File: config.mk
export PLATFORM = sky130hd
export DESIGN_NAME = instr_encoder
export DESIGN_NICKNAME = d
export VERILOG_FILES = /design/src/rtl/instr_encoder.sv
export SDC_FILE = /design/constraint.sdc
export NUM_CORES = 1
export LEC_CHECK = 0
export CAP_MARGIN = 10
export CORE_UTILIZATION = 43
export DETAILED_ROUTE_END_ITERATION = 10
export GPL_TIMING_DRIVEN = 1
export PLACE_DENSITY = 0.78
export SLEW_MARGIN = 20
export SYNTH_ARGS = -nofsm -noshare
export SYNTH_HDL_FRONTEND = slang
export SYNTH_SLANG_ARGS = --single-unit
File: constraint.sdc
create_clock -name clk -period 2.5 [get_ports clk]
set_clock_uncertainty 0.05 [all_clocks]
set_input_delay 0.5 -clock clk [delete_from_list [all_inputs] [get_ports clk]]
set_output_delay 0.5 -clock clk [all_outputs]
set_load 0.005 [all_outputs]
File: src/rtl/instr_encoder.sv
// Packs decoded instruction fields into MIPS words and streams them to instruction memory.
// Latency 1 cycle; one output register, in_ready = !out_valid || out_ready while loading.
module instr_encoder #(
  parameter int ADDR_W = 8,
  parameter int DEPTH  = 256,
  parameter int BASE   = 0
) (
  input  logic              clk,
  input  logic              rst_n,
  input  logic              start,
  input  logic              finish,
  input  logic              in_valid,
  output logic              in_ready,
  input  logic [2:0]        in_kind,
  input  logic [4:0]        in_rs,
  input  logic [4:0]        in_rt,
  input  logic [4:0]        in_rd,
  input  logic [4:0]        in_shamt,
  input  logic [5:0]        in_funct,
  input  logic [15:0]       in_imm,
  input  logic [25:0]       in_target,
  output logic              out_valid,
  input  logic              out_ready,
  output logic [31:0]       out_word,
  output logic [ADDR_W-1:0] out_addr,
  output logic [ADDR_W:0]   count,
  output logic              err,
  output logic              done
);

  localparam int CNT_W = ADDR_W + 1;

  localparam logic [2:0] K_R   = 3'd0;
  localparam logic [2:0] K_LW  = 3'd1;
  localparam logic [2:0] K_SW  = 3'd2;
  localparam logic [2:0] K_BEQ = 3'd3;
  localparam logic [2:0] K_J   = 3'd4;

  typedef enum logic [1:0] {
    IDLE  = 2'd0,
    LOAD  = 2'd1,
    DRAIN = 2'd2,
    DONE  = 2'd3
  } state_t;

  state_t              state_q;
  logic [ADDR_W-1:0]   addr_q;
  logic [CNT_W-1:0]    count_q;
  logic [CNT_W-1:0]    count_d;
  logic [31:0]         word_q;
  logic [31:0]         word_d;
  logic [ADDR_W-1:0]   out_addr_q;
  logic                out_valid_q;
  logic                err_q;
  logic                done_q;
  logic                legal;
  logic                accept;
  logic                take;
  logic                last;

  always_comb begin
    word_d = 32'd0;
    legal  = 1'b1;
    case (in_kind)
      K_R:     word_d = {6'b000000, in_rs, in_rt, in_rd, in_shamt, in_funct};
      K_LW:    word_d = {6'b100011, in_rs, in_rt, in_imm};
      K_SW:    word_d = {6'b101011, in_rs, in_rt, in_imm};
      K_BEQ:   word_d = {6'b000100, in_rs, in_rt, in_imm};
      K_J:     word_d = {6'b000010, in_target};
      default: legal  = 1'b0;
    endcase
  end

  assign in_ready = (state_q == LOAD) && (!out_valid_q || out_ready);
  assign accept   = in_valid && in_ready;
  assign take     = accept && legal;
  assign count_d  = count_q + 1'b1;
  assign last     = take && (count_d == CNT_W'(DEPTH));

  always_ff @(posedge clk or negedge rst_n) begin
    if (!rst_n) begin
      state_q     <= IDLE;
      addr_q      <= ADDR_W'(BASE);
      count_q     <= '0;
      word_q      <= '0;
      out_addr_q  <= '0;
      out_valid_q <= 1'b0;
      err_q       <= 1'b0;
      done_q      <= 1'b0;
    end else begin
      case (state_q)
        IDLE, DONE: begin
          if (start) begin
            state_q <= LOAD;
            addr_q  <= ADDR_W'(BASE);
            count_q <= '0;
            err_q   <= 1'b0;
            done_q  <= 1'b0;
          end
        end
        LOAD: begin
          if (take) begin
            word_q      <= word_d;
            out_addr_q  <= addr_q;
            out_valid_q <= 1'b1;
            addr_q      <= addr_q + 1'b1;
            count_q     <= count_d;
          end else if (out_ready) begin
            out_valid_q <= 1'b0;
          end
          // Illegal bundles are swallowed without consuming an address.
          if (accept && !legal) err_q <= 1'b1;
          if (finish || last) state_q <= DRAIN;
        end
        DRAIN: begin
          if (!out_valid_q || out_ready) begin
            out_valid_q <= 1'b0;
            state_q     <= DONE;
            done_q      <= 1'b1;
          end
        end
        default: state_q <= IDLE;
      endcase
    end
  end

  assign out_valid = out_valid_q;
  assign out_word  = word_q;
  assign out_addr  = out_addr_q;
  assign count     = count_q;
  assign err       = err_q;
  assign done      = done_q;

endmodule

# --- Yosys cells after proc, flatten, opt, wreduce, memory -nomap -nowiden ---
# Index checks and enable logic that the tools add are counted.
classes:
  n_eq_ne: 14
  n_mux: 21
  reduce_logical: 22
  addsub: 2
ops:
  columns: ["cell", "n"]
  rows:
  - ["$pmux 32 s5", 1]
  - ["$mux 9", 2]
  - ["$pmux 9 s2", 1]
  - ["$mux 8", 2]
  - ["$pmux 8 s2", 1]
  - ["$reduce_and 3->1", 5]
  - ["$add 9x1->9 const B", 1]
  - ["$eq 9x9->1 const B", 1]
  - ["$add 8x1->8 const B", 1]
  - ["$mux 1", 7]
  - ["$eq 3x2->1 const B", 2]
  - ["$mux 2", 3]
  - ["$ne 2x2->1 const B", 3]
  - ["$pmux 1 s2", 3]
  - ["$pmux 2 s3", 1]
  - ["$reduce_bool 2->1", 3]
  - ["$logic_and 1x1->1", 5]
  - ["$reduce_or 5->1", 1]
  - ["$eq 2x2->1 const B", 2]
  - ["$ne 2x1->1 const B", 2]
  - ["$eq 3x1->1 const B", 1]
  - ["$eq 3x3->1 const B", 1]
  - ["$logic_not 3->1", 1]
  - ["$ne 3x3->1 const B", 1]
  - ["other kinds (6)", 8]
word_totals:
  input_bits: 77
  ff_bits: 62
  output_inout_bits: 53
  word_cells: 67

# --- Depth between registers and ports, before layout ---
depth:
  ltp_word: 9
  depth_mapped: 9
  mapped_depth_nobuf: 7

# --- Least setup slack after synthesis ---
# OpenSTA, ideal clock, no wires.
synth_timing:
  path_kind: "register to register"
  from: "register state_q[1]"
  to: "register state_q[0]"
  synth_period_minus_slack_ns: 1.823
  stages_incl_launch_ff: 9
  slack_ns: 0.677
  required_time_ns: 2.371
  arrival_ns: 1.693
  n_path_buf: 1
  setup_time_ns: 0.079
  cell_sequence: "dfrtp_1 inv_1 ha_1 and2_2 and2_1 buf_4 nand4_1 o31ai_2 mux2i_1"
synth_via:
  elab_chain_len: 8
  word_cells_on_any_way: 15
  classes_between: "eq/ne: 6; mux: 1; reduce/logical: 8"
synth_rtl:
  columns: ["element", "line_no", "rtl"]
  rows:
  - ["start, declared", "46", "state_t state_q;"]
  - ["start signal, assigned", "82", "state_q <= IDLE;"]
  - ["start signal, assigned", "94", "state_q <= LOAD;"]
  - ["start signal, assigned", "113", "if (finish || last) state_q <= DRAIN;"]
  - ["$eq 2x1->1", "74, 91", null]
  - ["$logic_and 1x1->1", "74", "assign in_ready = (state_q == LOAD) && (!out_valid_q || out_ready);"]
  - ["$logic_and 1x1->1", "75", "assign accept = in_valid && in_ready;"]
  - ["$logic_and 1x1->1", "76", "assign take = accept && legal;"]
  - ["$logic_and 1x1->1", "78", "assign last = take && (count_d == CNT_W'(DEPTH));"]
  - ["$logic_or 1x1->1", "113", null]
  - ["$ne 2x1->1 (no source line)", null, null]
  - ["$reduce_and 3->1 (no source line)", null, null]
# Several ways; a longest one is shown, not always the timed one.
# A chain may end at the register's enable or synchronous reset.

# --- Final worst setup path ---
layout_timing:
  from: "input out_ready"
  to: "output in_ready"
layout_via:
  elab_chain_len: 2
layout_rtl:
  columns: ["element", "line_no", "rtl"]
  rows:
  - ["start, declared", "23", "input logic out_ready,"]
  - ["$logic_or 1x1->1", "74", null]
  - ["$logic_and 1x1->1", "74", null]
  - ["end, declared", "13", "output logic in_ready,"]
# No other way between the ends.

==> results by group <==
Outcome
  – Status: complete, no violations

Power
  – Worst vdd ir: 0.000632 V
  – Final Power: 4.15 mW
  – PD cells: 882 nW/um^2
  – LEAKAGE: 2.03 nW

Worst setup path
  – CP Capture Type: output pin
  – Crit Path Class: input pin to output pin
  – Crit-path max FO: 2
  – Req. time, crit path: 1950 ps
  – Worst Setup Start Kind: input pin
  – Arrival time worst endpoint: 1800 ps

Place
  – Post-DP HPWL: 6.61 mm
  – Dpl ws: 112 ps
  – Port buffer count: 128
  – Placed cell areas: 4490 sq um
  – Cells after DPL: 578
  – GP Congestion: 0.840

Logic synthesis
  – Most frequent cell after synthesis: nand2_1
  – Dominant cell type by area after synthesis: dfrtp_1
  – Flip-flop and latch count after synthesis: 60
  – Synthesized area per cell: 8.52 sq um
  – Post-synthesis simple-gate area fraction: 19.1%
  – Post-Synth Adder-Cell Area: 2.01%
  – EDFF count, synth: 0
  – Post-Synthesis Net Count: 447
  – Top cell type's share of synthesized area: 48.3%
  – Post-Syn Area: 3110 sq um
  – Area contributors post-synth: dfrtp_1 48%, nand2_1 11%, o21ai_0 5.5%
  – Ys flop type: dfrtp_1
  – Sequential cell area fraction in the yosys report: 48.3%
  – Largest family of logic cells by synthesized area: compound AO/OA/AOI/OAI gates
  – Synth top cells by count: 94 x nand2_1, 60 x dfrtp_1, 34 x o21ai_0, 29 x a21oi_1, 20 x o22ai_1
  – Compound-Gate Fraction of Synth Area: 21.8%
  – Xor and xnor area share after synthesis: 2.54%
  – Async SR Flop Fraction: 100%
  – Library cells used by synthesis: 42
  – Multiplexer share of the synthesized area: 1.97%
  – Yosys warnings: 0
  – Post-synthesis cell count: 365

STA
  – Final Critical Period: 2350 ps
  – Max Fclk: 426 MHz
  – Final hold vios: 0
  – Slew at the pin closest to its max-slew limit: 748 ps
  – Final setup margin: 155 ps
  – Max-slew violations: 0
  – Final Cycle Share: 93.8%
  – WHS: 246 ps
  – Relative slew slack: 50.1%
  – Final Setup Violations: 0
  – Total Neg Setup Slack: 0 ps
  – RSZ-0062 raised after global routing: no

Clocking
  – H-tree depth: 3
  – Worst-Skew Late Latency: 330 ps
  – Post-CTS sizing: 0
  – Root Buffer: clkbuf_8
  – Reg clk slew, reported paths: 70 ps
  – Clock Sinks: 60
  – Num CTS Buffers: 9
  – Max Buffers Root-to-Sink: 2
  – Hold Buf Count CTS: 0
  – Setup Buffers After CTS: 0
  – CTS tree: done

Flow run
  – Max-Cap Viols: 0

Finish
  – Nets@finish: 575
  – Share of cells above drive strength 1: 7.04%
  – Layout Area Growth over Synthesis: 51.3%
  – Final core utilization: 68.1%
  – N_diodes: 0
  – Finished Cell Area: 4700 sq um
  – Final Non-Filler Cells: 593

Drt
  – Post-DRT Antenna Nets: 0
  – WL final: 9.00 mm
  – WL/cell: 15.2 microns
  – Via count: 3161
  – TritonRoute pass-1 iters: 4
  – DR iter-0 viols: 135
  – Via density: 5.33
  – Drc violations: 0

Die
  – Site row count: 30
  – Core area: 6910 sq um
  – Total die area: 7580 sq um
  – Die height: 87.0 microns
  – Die width: 87.0 microns
  – IO Pins: 130
  – Initial Utilization: 45.0%

Global routing
  – Largest net degree at the start of global routing: 61
  – Vias in the first global route: 3032
  – Gr usage total: 24.9%
  – Initial antenna violation count: 0
  – Global-route wire length before repair: 14.5 mm
  – Total grt overflow: 0

Hold path
  – Hold WC Path Type: input pin to asynchronous set/reset pin
## cell families (layout without fill, tap and decap cells)
logic type      Yosys count  in the layout
compound gates          115            115
buf+inv                  29            161
mux                       6              6
other cells               1              1
fa+ha+maj                 5              5
flops                    60             60
simple gates            140            140
xor+xnor                  9              9
## power breakdown
group	switching, mW	internal, mW
Combinational	0.767	0.956
Clock	0.379	0.583
Sequential	0.194	1.27
Total	1.34	2.81
## critical path, stage by stage
cell,delay (ps)
clkdlybuf4s50_1,500
nand2b_1,150
and2_1,150
clkdlybuf4s50_1,500
## cell type report
class,count,area (sq um)
fillers,596,2200
flip-flops and latches,60,1500
multi-input cells,276,1480
repair buffers,140,1370
clock buffers,11,141
well taps,96,120
clock inverters,4,73.8
inverters,6,22.5
## registers in the layout, indices dropped and copies added, names as in the netlist
| name | count |
|---|---|
| addr_q | 8 |
| out_valid | 1 |
| out_word | 30 |
| err | 1 |
| done | 1 |
| state_q | 2 |
| count | 9 |
| out_addr | 8 |
## worst paths after layout
kind | endpoint | cells after the start | start | slack [ps]
setup / recovery | in_ready | 4 | out_ready | 150
hold / removal | out_word[21] | 2 | rst_n | 250
setup reg to reg | out_word[16] | 8 | state_q[1] | 400
hold reg to reg | out_addr[0] | 2 | out_addr[0] | 430
max in group asynchronous | out_word[12] | 2 | rst_n | 1640
min in group clk | out_addr[0] | 2 | out_addr[0] | 430
## per-layer routing
metal	wire length, microns	GRT usage (%)	share of wire [%]
met5	0	0	0
met4	246	11.1	2.7
met3	373	3.41	4.1
met2	4430	40.9	49
met1	3950	32.8	44
## cells in the final DEF, fill, tap and decap left out, types with 2 or more instances in the layout
| cell type | instances |
|---|---|
| mux2i_1 | 5 |
| xor2_1 | 2 |
| nand2b_1 | 3 |
| nor3_1 | 2 |
| nand2_1 | 94 |
| o21ai_0 | 34 |
| and2_1 | 2 |
| o31ai_1 | 2 |
| a22o_1 | 3 |
| bufinv_16 | 2 |
| a31oi_1 | 17 |
| and3_1 | 5 |
| or2_1 | 2 |
| clkbuf_8 | 10 |
| a21oi_1 | 29 |
| dfrtp_1 | 60 |
| inv_1 | 6 |
| nand3_1 | 5 |
| buf_4 | 12 |
| xnor2_1 | 7 |
| o22ai_1 | 20 |
| o21ai_1 | 2 |
| nand4_1 | 2 |
| nor2_1 | 17 |
| clkdlybuf4s50_1 | 127 |
| ha_1 | 5 |
| nor4_1 | 2 |
No activity file was read; power rests on OpenSTA's default activity.
==> RTL change, RTL diff (same flow settings) <==
`ADDR_W`: 8 -> 7.
--- a/src/rtl/instr_encoder.sv
+++ b/src/rtl/instr_encoder.sv
@@ -1,7 +1,7 @@
 // Packs decoded instruction fields into MIPS words and streams them to instruction memory.
 // Latency 1 cycle; one output register, in_ready = !out_valid || out_ready while loading.
 module instr_encoder #(
-  parameter int ADDR_W = 8,
+  parameter int ADDR_W = 7,
   parameter int DEPTH  = 256,
   parameter int BASE   = 0
 ) (
Ports: changed (resized count and out_addr); port bits go from 130 to 128. The function was not compared with the original's and may differ.
==> RTL change against the original RTL <==
- the run now ends with DRC left
- sequential cell count is 3 lower
- setup slack worse by 0.063 ns
- synthesized area shrank 4.9%
- total power increased by 0.64%
- combinational power up 8%
- final area shrank 3.4%
- wire length decreased by 8.2%
- sequential power hardly changed
- global-route usage decreased by 0.12 points
- register-to-register slack worse by 0.13 ns
- critical path type is now flop to output port
- highest routed layer unchanged
==> RTL change: results (changes against the original RTL) <==
DPL_WORST_SLACK_NS=0.04148  # was 0.1118 ns
P_LEAK_nW=1.973  # was 2.029 nW
POST_ROUTE_CELLS_DRIVE_ABOVE_1_SHARE_PCT=7.966  # was 7.042%
SYNTH.DISTINCT_CELLS=38  # was 42
YOSYS-TOP-CELLS-AREA='dfrtp_1 48%, nand2_1 11%, a21oi_1 5.1%'  # was dfrtp_1 48%, nand2_1 11%, o21ai_0 5.5%
SYNTH_FP_NETS=427  # was 447
NUMPORTBUFFERS=126  # was 128
DRTPASS1ITERATIONS=8  # was 4
SEQ_AREA_FRAC_SYNTH_PCT=48.22  # was 48.29%
ROUTABILITYCONGESTION=0.8474  # was 0.8397
DETAILED_PLACE_HPWL_MM=6.138  # was 6.607 mm
VIOLATIONS='DRC'
NUM-NETS-FINAL=555  # was 575
GRT_PASS1_VIAS=2929  # was 3,032
CRIT_FANOUT=7  # was 2
CRITICAL_PATH.REG2REG.ENDPOINT='state_q[0]'  # was out_word[16]
GLOBALROUTEMET1UTIL_PCT=30.66  # was 32.82%
DRT-INITIAL-DRC-COUNT=170  # was 135
WORST_SLEW_SLACK_AS_A_FRACTION_OF_ITS_LIMIT_PCT=44.18  # was 50.13%
FILL_CELLS=520  # was 596
POSTPLACECELLAREA_UM2=4350  # was 4489 um^2
R2R_START='state_q[0]'  # was state_q[1]
DRC=2  # was 0
GR-USAGE-MET3_PCT=6.907  # was 3.412%
GRT_FIRST_PASS_WIRELENGTH_MM=14.03  # was 14.46 mm
RUN_STATUS='finished with violations'  # was completed
WORST-ENDPOINT-ARRIVAL_NS=1.86  # was 1.80 ns
IR_DROP_V=0.0005674  # was 0.0006319 V
WORST-R2R-SETUP-SLACK_NS=0.27  # was 0.40 ns
WIRELENGTH_MM=8.259  # was 9.000 mm
-- RTL change: changes by cell type after synthesis, moves of 3 or more --
cell and change:
a22o_1 -3, a32o_1 +3, buf_2 -7, clkbuf_1 +10, dfrtp_1 -3, nand2_1 -8
nor2_1 -3, nor2b_1 +4, o21ai_0 -25, o21ai_1 +18, xnor2_1 -5, xor2_1 +4
-- RTL change: metal layers --
layer,vias to the layer above,part of all wire [%]
li1,1468,-
met1,1427,41
met2,94,52
met3,16,5.0
met4,0,1.9
met5,-,0
-- RTL change: through the flow --
step           instances  hold WS (ns)  power [mW]
3_5_place_dp         539        0.4112       3.338
2_1_floorplan        345        0.1544       2.298
5_1_grt              554        0.2756       4.471
4_1_cts              554        0.2312       4.200
6_report             554        0.2182       4.176
3_3_place_gp         539        0.4085       3.271
-- RTL change: power by group --
part	switching (mW)	internal, mW	leakage (nW)
Clock	0.350	0.506	0.102
Combinational	0.814	1.04	1.12
Sequential	0.223	1.24	0.753
Total	1.39	2.79	1.97
-- RTL change: worst max-delay path, cell delays in order (launching register included) --
cell             delay [ns]
dfrtp_1                0.37
inv_1                  0.09
ha_1                   0.33
inv_1                  0.12
nor2_1                 0.12
clkdlybuf4s50_1        0.50
-- RTL change: kinds of logic (layout without fill, tap and decap cells) --
kind of cell | after synthesis | count (layout) | synth area share (%)
simple gates | 132 | 132 | 19.33
flops | 57 | 57 | 48.22
xor+xnor | 8 | 8 | 2.369
fa+ha+maj | 5 | 5 | 2.115
buf+inv | 31 | 163 | 4.526
other cells | 1 | 1 | 0.1268
mux | 4 | 4 | 1.354
compound gates | 107 | 107 | 21.95
-- RTL change: area by class of cell --
cell class                 count  area share (%)
tap                           77           2.119
clock inverter                 3          0.8808
clock buffer                  12           3.413
sequential                    57           31.38
inverter                       5          0.4129
multi-input combinational    257           30.80
timing repair buffer         143           30.99
-- RTL change: worst max-delay path by stage --
stage                     from         end  slack, ns
global route        state_q[1]    in_ready      0.003
detailed placement  in_kind[1]  state_q[0]       0.04
CTS                 state_q[1]    in_ready       0.07
global placement    in_kind[1]  state_q[0]        0.1
finish              state_q[1]    in_ready       0.09
floorplan           state_q[1]  state_q[0]       0.30
